===== src/rtl/seq_detect_param_if.sv =====
`default_nettype none
// ============================================================================
//  Module   : seq_detect_param_if
//  Purpose  : Bundles the bit-pulse inputs, pattern-load controls and match
//             status outputs of the parameterised sequence detector.
//  Ports    : P1/P2     - '1' / '0' bit pulses (exactly one high = a bit)
//             mode      - 0 overlapping, 1 non-overlapping detection
//             load      - strobe loading pat_in as the new pattern
//             pat_in    - new pattern, MSB is the first bit of the sequence
//             z         - Mealy match flag
//             match_cnt - saturating count of matches
//             fill      - number of valid history bits
//  Modports : master drives the controls, slave is the detector.
//  Revision : 1.0 - initial release
// ============================================================================
interface seq_detect_param_if #(
    parameter int WIDTH = 4,
    parameter int CNT_W = 8
);
    localparam int FILL_W = $clog2(WIDTH + 1);

    logic               P1;
    logic               P2;
    logic               mode;
    logic               load;
    logic [WIDTH-1:0]   pat_in;
    logic               z;
    logic [CNT_W-1:0]   match_cnt;
    logic [FILL_W-1:0]  fill;

    modport master (
        output P1, P2, mode, load, pat_in,
        input  z, match_cnt, fill
    );

    modport slave (
        input  P1, P2, mode, load, pat_in,
        output z, match_cnt, fill
    );
endinterface
`default_nettype wire


===== src/rtl/seq_detect_param.sv =====
`default_nettype none
// ============================================================================
//  Module   : seq_detect_param
//  Purpose  : Parameterised serial pattern detector with run-time pattern
//             load, overlapping / non-overlapping modes and a saturating
//             match counter.
//  Ports    : clk   - single clock, rising edge
//             reset - asynchronous, active-low reset
//             bus   - seq_detect_param_if slave (bit pulses, mode, pattern
//                     load, z, match_cnt, fill)
//  Params   : WIDTH (2..16) pattern length, PATTERN reset pattern,
//             CNT_W match counter width
//  Revision : 1.0 - initial release
// ============================================================================
module seq_detect_param #(
    parameter int               WIDTH   = 4,
    parameter logic [WIDTH-1:0] PATTERN = WIDTH'(4'b1011),
    parameter int               CNT_W   = 8
) (
    input  wire logic         clk,
    input  wire logic         reset,
    seq_detect_param_if.slave bus
);
    localparam int                FILL_W     = $clog2(WIDTH + 1);
    localparam logic [FILL_W-1:0] C_FILL_MAX = FILL_W'(WIDTH - 1);

    // FILLING: fewer than WIDTH-1 history bits; ARMED: the next accepted
    // bit can complete a match.
    typedef enum logic [0:0] {
        FILLING = 1'b0,
        ARMED   = 1'b1
    } state_t;

    state_t             r_state;
    state_t             w_state_nxt;
    logic [WIDTH-1:0]   r_pat;
    logic [WIDTH-2:0]   r_hist;
    logic [FILL_W-1:0]  r_fill;
    logic [FILL_W-1:0]  w_fill_nxt;
    logic [CNT_W-1:0]   r_cnt;

    logic               w_bit_vld;
    logic               w_bit;
    logic               w_match;
    logic [WIDTH-1:0]   w_shift;

    // Exactly one pulse high means a bit; both or neither are ignored.
    assign w_bit_vld = bus.P1 ^ bus.P2;
    assign w_bit     = bus.P1;
    assign w_shift   = {r_hist, w_bit};

    // ------------------------------------------------------------------
    // Next-state / match logic
    // ------------------------------------------------------------------
    always_comb begin
        w_state_nxt = r_state;
        w_fill_nxt  = r_fill;
        w_match     = 1'b0;

        if (bus.load) begin
            // Load wins over any offered bit and restarts the history.
            w_state_nxt = FILLING;
            w_fill_nxt  = '0;
        end else if (w_bit_vld) begin
            w_match = (r_state == ARMED) && (w_shift == r_pat);
            if (w_match && bus.mode) begin
                // Non-overlap: none of the matched bits may be reused.
                w_state_nxt = FILLING;
                w_fill_nxt  = '0;
            end else if (r_state == ARMED) begin
                w_state_nxt = ARMED;
                w_fill_nxt  = C_FILL_MAX;
            end else begin
                w_fill_nxt  = r_fill + FILL_W'(1);
                w_state_nxt = (w_fill_nxt == C_FILL_MAX) ? ARMED : FILLING;
            end
        end
    end

    // ------------------------------------------------------------------
    // State, history, pattern and counter registers
    // ------------------------------------------------------------------
    always_ff @(posedge clk or negedge reset) begin
        if (!reset) begin
            r_state <= FILLING;
            r_fill  <= '0;
            r_hist  <= '0;
            r_pat   <= PATTERN;
            r_cnt   <= '0;
        end else begin
            r_state <= w_state_nxt;
            r_fill  <= w_fill_nxt;
            if (bus.load) begin
                r_pat <= bus.pat_in;
            end else if (w_bit_vld) begin
                r_hist <= w_shift[WIDTH-2:0];
            end
            if (w_match && !(&r_cnt)) begin
                r_cnt <= r_cnt + CNT_W'(1);
            end
        end
    end

    assign bus.z         = w_match;
    assign bus.match_cnt = r_cnt;
    assign bus.fill      = r_fill;
endmodule
`default_nettype wire


===== src/flat_wrapper.sv =====
// flat-port wrapper written by rule: the top's interface ports become plain ports
module seq_detect_param_flat 
#(
    parameter int               WIDTH   = 4,
    parameter logic [WIDTH-1:0] PATTERN = WIDTH'(4'b1011),
    parameter int               CNT_W   = 8
)
  (clk, reset, bus_P1, bus_P2, bus_mode, bus_load, bus_pat_in, bus_z, bus_match_cnt, bus_fill);
  seq_detect_param_if #(.WIDTH(WIDTH), .CNT_W(CNT_W)) bus_i ();
  input  wire logic clk;
  input  wire logic reset;
  input wire logic [$bits(bus_i.P1)-1:0] bus_P1;
  input wire logic [$bits(bus_i.P2)-1:0] bus_P2;
  input wire logic [$bits(bus_i.mode)-1:0] bus_mode;
  input wire logic [$bits(bus_i.load)-1:0] bus_load;
  input wire logic [$bits(bus_i.pat_in)-1:0] bus_pat_in;
  output wire logic [$bits(bus_i.z)-1:0] bus_z;
  output wire logic [$bits(bus_i.match_cnt)-1:0] bus_match_cnt;
  output wire logic [$bits(bus_i.fill)-1:0] bus_fill;
  assign bus_i.P1 = bus_P1;
  assign bus_i.P2 = bus_P2;
  assign bus_i.mode = bus_mode;
  assign bus_i.load = bus_load;
  assign bus_i.pat_in = bus_pat_in;
  assign bus_z = bus_i.z;
  assign bus_match_cnt = bus_i.match_cnt;
  assign bus_fill = bus_i.fill;
  seq_detect_param #(.WIDTH(WIDTH), .PATTERN(PATTERN), .CNT_W(CNT_W)) u_core (.clk(clk), .reset(reset), .bus(bus_i));
endmodule

===== config.mk =====
export PLATFORM = sky130hd
export DESIGN_NAME = seq_detect_param_flat
export DESIGN_NICKNAME = d
export VERILOG_FILES = /design/src/rtl/seq_detect_param_if.sv /design/src/rtl/seq_detect_param.sv /design/src/flat_wrapper.sv
export SDC_FILE = /design/constraint.sdc
export NUM_CORES = 1
export LEC_CHECK = 0
export BUFFER_PORTS_ARGS = -buffer_cell sky130_fd_sc_hd__buf_4
export CAP_MARGIN = 0
export CORE_MARGIN = 2
export CORE_UTILIZATION = 46
export CTS_BUF_LIST = sky130_fd_sc_hd__clkbuf_4
export CTS_CLUSTER_DIAMETER = 40
export CTS_CLUSTER_SIZE = 25
export DETAILED_ROUTE_END_ITERATION = 10
export GPL_ROUTABILITY_DRIVEN = 0
export PLACE_DENSITY = 0.65
export SETUP_SLACK_MARGIN = 0.5
export SLEW_MARGIN = 20
export SYNTH_ARGS = -nofsm -noshare
export SYNTH_HDL_FRONTEND = slang
export SYNTH_SLANG_ARGS = --single-unit

===== constraint.sdc =====
create_clock -name clk -period 2.25 [get_ports clk]
set_input_delay 0.3375 -clock clk [delete_from_list [all_inputs] [get_ports clk]]
set_output_delay 0.3375 -clock clk [all_outputs]
set_load 0.05 [all_outputs]

After elaboration in Yosys (flattened, before gate mapping)
Cells that the tools add are included.
{ "classes": {"add_sub_neg": 2, "eq_ne": 2, "mux": 11, "n_bitwise": 2, "n_reduce_logical": 7} }
{ "ops": {"columns": ["op", "count"], "rows": [
  ["$mux W3", 4],
  ["$add A8 B1 Y8 const B", 1],
  ["$reduce_and A8 Y1", 1],
  ["$mux W1", 7],
  ["$eq A4 B4 Y1", 1],
  ["$add A3 B1 Y3 const B", 1],
  ["$eq A3 B2 Y1 const B", 1],
  ["$logic_and A1 B1 Y1", 3],
  ["$reduce_and A2 Y1", 1],
  ["$reduce_bool A2 Y1", 1],
  ["$logic_not A1 Y1", 1],
  ["$not A1 Y1", 1],
  ["$xor A1 B1 Y1", 1]
]} }
{ "word_totals": {"reg_bits": 19, "inputBits": 10, "output_inout_bits": 12, "word_cells": 29} }

Logic depth before layout (Yosys ltp)
{ "depth": {"ltp_word": 7, "ltp_mapped": 5, "ltp_nobuf": 5} }

Worst setup path after synthesis
OpenSTA, ideal clock, no wires.
{ "synth_path": {"kind": "flip-flop to flip-flop", "startpoint": "register u_core.r_cnt[0], in the netlist u_core.bus.match_cnt[0]", "endpoint": "register u_core.r_cnt[1], in the netlist u_core.bus.match_cnt[1]", "arrival_time_ns": 1.662, "setup_slack_ns": 0.463, "stages_incl_launch_ff": 6, "path_buffers": 0, "period_less_slack_ns": 1.787, "cell_sequence": "dfrtp_1 -> ha_1 -> and3_1 -> nand2_1 -> nand3_4 -> mux2_4"} }
{ "synth_via": {"elab_chain_cells": 3} }
{ "synth_lines": {"columns": ["item", "line_no", "text"], "rows": [
  ["start, declared", "seq_detect_param.sv:40", "logic [CNT_W-1:0] r_cnt;"],
  ["start signal, assigned", "seq_detect_param.sv:99", "r_cnt <= r_cnt + CNT_W'(1);"],
  ["parallel branches: the longest is 3 deep, another holds $add A8 B1 Y8", null, null]
]} }
Parallel ways; which one is timed is not known.
A chain may end at the register's enable or synchronous reset.

Final worst setup path
{ "layout_path": {"startpoint": "register u_core.r_pat[0]", "endpoint": "output port bus_z"} }
{ "layout_via": {"elab_chain_cells": 4} }
{ "layout_lines": {"columns": ["item", "line_no", "text"], "rows": [
  ["start, declared", "seq_detect_param.sv:36", "logic [WIDTH-1:0] r_pat;"],
  ["start signal, assigned", "seq_detect_param.sv:94", "r_pat <= bus.pat_in;"],
  ["$eq A4 B4 Y1", "seq_detect_param.sv:65", "w_match = (r_state == ARMED) && (w_shift == r_pat);"],
  ["$logic_and A1 B1 Y1", "seq_detect_param.sv:65", null],
  ["$mux W1", "seq_detect_param.sv:64", "end else if (w_bit_vld) begin"],
  ["$mux W1", "seq_detect_param.sv:60", "if (bus.load) begin"],
  ["end, declared", "flat_wrapper.sv:17", "output wire logic [$bits(bus_i.z)-1:0] bus_z;"]
]} }
No other way between the ends.

==> metrics list <==
- Worst path required time: 1.91 ns
- Measured slew at the worst slew-check pin: 0.4450 ns
- Layout overhead on the synthesized area: 28.21%
- Input and output buffers added on the ports amount to 21.
- The final critical path takes up ~82% of the cycle.
* Die boundary width: 50.68 µm
- The die covers approximately 2600 µm².
* Non-filler cells, final: 145
- The first global-routing pass estimated about 3.3 mm of wire.
* Top Family by Delay on Critical Path: flip-flops
- Yosys printed 0 warnings.
- At the end of the flow, the number of nets in the layout was about 130.
- Synthesis produced a netlist whose cell count is 90.
- The final number of max-transition violations was 0.
* Via density per instance: 5.103
* Via count: 740
* Number of top-level pins: 22
* Top cells by area, synth: sky130_fd_sc_hd__dfrtp_1 40%, sky130_fd_sc_hd__xnor2_1 8.7%, sky130_fd_sc_hd__dfstp_2 7.9%, sky130_fd_sc_hd__mux2_2 6.7%, sky130_fd_sc_hd__ha_1 3.7%
- Data arrives at the worst endpoint at approximately 1.5 ns.
* Area share of fa/ha/maj cells after synthesis: roughly 3.7%
- XOR/XNOR Fraction of Synth Area: 11.36%
- The mapped netlist covers ~1000 µm².
- Cts bufs inserted: 3
- Period minus WS final: between 1.5 and 2 ns
- Average routed wire per standard cell: 13.14 µm
- The analysis attributes to cell leakage a power of approximately 0.00057 µW.
- Relative slew margins: 70.23%
- Global routing consumed, over all layers together, between 10% and 20% of the routing resources.
* Post-synth EDFFs: 0
* Unrepaired setup endpoints after global routing: true
- Number of distinct standard cells referenced by the synthesized netlist: 26
- For this run, the slowest stage of the critical path takes around 0.57 ns.
- Crit path buffers/inverters: 1
- Clock-pin slew was measured on the worst setup and hold paths at between 0.1 and 0.15 ns.
* Count of inserted antenna diode cells: 0
- The number of global-route vias before repair is 730.
* Sum Neg Setup Slack: 0 ns
* Die height: between 50 and 60 µm
- Critical Path End Type: primary output
- Root buf cell: sky130_fd_sc_hd__clkbuf_4
- Outcome: finished, final reports clean
- Across the routed clock network, the largest skew measured is 0.003062 ns.
- The worst-case IR drop observed on VDD is ~440 µV.
* Max Cap Viol: 0
* Clock insertion delay at the later pin of the skew report: approximately 0.3 ns
- The first detailed-routing pass took 4 iterations.
* Cell Chain, Critical Path: xor2_2 > nor4_4 > and2_4 > buf_8
* Summed area of non-filler cells in the final layout: ~1300 µm²
* Largest fanout of any net on the critical path: 2
- Among all flip-flop cells after synthesis, the most frequent one is sky130_fd_sc_hd__dfrtp_1.
- Antenna-violating nets left: 0
- The filler cells instantiated in the layout total 171.
* Number of antenna violations at the first check in global routing: 0
* Critical Path Slowest Stage Cell: sky130_fd_sc_hd__dfstp_2
- Async set-or-reset flop fraction in the synthesized netlist: 100.0%
- No sink is reached through more buffers than the 2 on the longest clock path.
* Cell type with the highest aggregate area in the netlist: sky130_fd_sc_hd__dfrtp_1
- Including well taps, the total number of placed cells is 137.
- Sequential elements use a little under half of the synthesized area.
- For this run, design rule violations remaining after detail routing come to 0.
* Clock sink count: 19
* DRC violation total after the first TritonRoute iteration: 6
- Share of layout cells above drive strength 1: ~40%
- The worst hold path belongs to the class in -> reg.
* Leading cell types by count after synthesis: 16 x sky130_fd_sc_hd__dfrtp_1, 10 x sky130_fd_sc_hd__xnor2_1, 7 x sky130_fd_sc_hd__nor2_1
- After floorplanning, the core was divided into 16 placement rows.
- Critical path start-end classification: reg -> out
- Measured against the total synthesized area, the mux share comes to just over 8%.
* Overall power consumption: 761.4 µW
- In this run the cell area measured after placement is 1196 µm².
* DP Wirelength: 1.391 mm
* Maximum number of pins on one net before global-route repair: 20
- STA classifies the critical path startpoint as a flop.
- Post-synthesis share of cell area spent on and, or, nand and nor gates: a little over a fifth
- Setup violations remaining at the end of the flow were counted as 0.
- After synthesis, the largest family of logic cells by area is simple AND/OR/NAND/NOR gates.
- The count of endpoints failing hold in the final timing report was 0.
- Core Footprint: 2002 µm²
- Leading cell type by number of instances after synthesis: sky130_fd_sc_hd__dfrtp_1
- Static timing analysis puts the maximum clock frequency at roughly 540 MHz.
- Dividing the synthesized area by the synthesized cell count gives between 10 and 15 µm².
* Net Count, Synth: 103
- The top cell type by area accounts for approximately 40% of the synthesized area.
- Dividing total power by cell area gives a power density of roughly 590 nW/µm².
* Total length of routed wires: 1.906 mm
- For this configuration, the core starts out at a cell density of ~50%.
* Compound-cell area share of the yosys netlist: under 10%
- CTS built an H-tree with a depth of 1.
- Clock tree from TritonCTS: yes
- Flip-flop and latch count after synthesis: 19
* Leftover overflow at the end of global routing: 0
-- kinds of logic (layout without fill, tap and decap cells) --
| family | count (synthesis) | after routing |
|---|---|---|
| AO/OA/AOI/OAI | 10 | 10 |
| XOR/XNOR | 13 | 13 |
| adder cells (fa/ha/maj) | 3 | 3 |
| buffers and inverters | 4 | 32 |
| flip-flops | 19 | 19 |
| multiplexers | 7 | 7 |
| AND/OR/NAND/NOR | 34 | 34 |
-- cells in the final DEF, fill, tap and decap left out, types with 4 or more instances in the layout --
master and instances:
sky130_fd_sc_hd__buf_4 24, sky130_fd_sc_hd__dfrtp_1 14, sky130_fd_sc_hd__mux2_2 6, sky130_fd_sc_hd__nand2_1 4
sky130_fd_sc_hd__nand3_1 5, sky130_fd_sc_hd__nand4_1 4, sky130_fd_sc_hd__nor2_1 7, sky130_fd_sc_hd__nor2b_1 4
sky130_fd_sc_hd__xnor2_1 10
-- worst reg2reg max path, cell delays in order, from the launching register on --
cell,delay [ns]
sky130_fd_sc_hd__dfstp_2,0.57
sky130_fd_sc_hd__xor2_2,0.08
sky130_fd_sc_hd__nor4_4,0.24
sky130_fd_sc_hd__buf_4,0.15
sky130_fd_sc_hd__buf_4,0.14
sky130_fd_sc_hd__nand3_4,0.09
sky130_fd_sc_hd__mux2_4,0.31
-- layout make-up --
cell class                 instances  area, µm²  area share [%]
clock inverter                     1      5.005          0.3895
timing repair buffer              26      205.2           15.97
inverter                           2      7.507          0.5842
clock buffer                       3      22.52           1.753
sequential                        19      481.7           37.49
multi-input combinational         67      529.3           41.19
tap                               27      33.78           2.629
-- state kept, by name, indices dropped and copies added (netlist names) --
signal,count
u_core.bus.fill,3
u_core.r_pat,4
u_core.r_state,1
u_core.bus.match_cnt,8
u_core.r_hist,3
-- path summary, 6_finish.rpt --
path / startpoint / to / slack [ns] / cells past startpoint
min in group asynchronous: reset / u_core.bus.fill[1]$_DFFE_PN0P_ / 0.43 / 2
worst max-delay path: u_core.r_pat[0]$_DFFE_PN1P_ / bus_z / 0.40 / 4
worst min register to register: u_core.bus.match_cnt[6]$_DFFE_PN0P_ / u_core.bus.match_cnt[6]$_DFFE_PN0P_ / 0.50 / 1
worst min-delay path: bus_pat_in[3] / u_core.r_pat[3]$_DFFE_PN1P_ / 0.26 / 2
max in group asynchronous: reset / u_core.r_pat[1]$_DFFE_PN1P_ / 1.55 / 2
worst max register to register: u_core.r_pat[0]$_DFFE_PN1P_ / u_core.bus.match_cnt[1]$_DFFE_PN0P_ / 0.57 / 6
-- report_power, final --
group	internal, µW	total (µW)	switching (µW)
Clock	66.2	176	109
Sequential	376	406	29.7
Combinational	83.5	180	96.3
Total	526	761	235
-- metal layers --
layer  global-route usage [%]  share of wire [%]
met5                        0                  0
met4                    6.757               0.42
met3                    3.571                3.1
met2                    27.63                 46
met1                    22.86                 50
-- per-stage QoR --
stage	worst slack [ns]	utilization [%]	hold WS [ns]
final	0.4003	64.19	0.2631
after CTS	0.3843	64.19	0.2491
after floorplan	0.5139	-	0.04191
after global routing	0.3252	64.19	0.2445
after global placement	0.5495	59.75	0.2260
after detailed placement	0.5118	59.75	0.2266
-- timing repair --
item	4_1_cts	5_1_grt
hold endpoints to repair	16	0
setup endpoints to repair	1	1
gates resized for setup	7	0
pin swaps	3	1
setup buffers	3	0
hold buffers	1	0
Note: power is estimated with default switching activity, not from simulation.
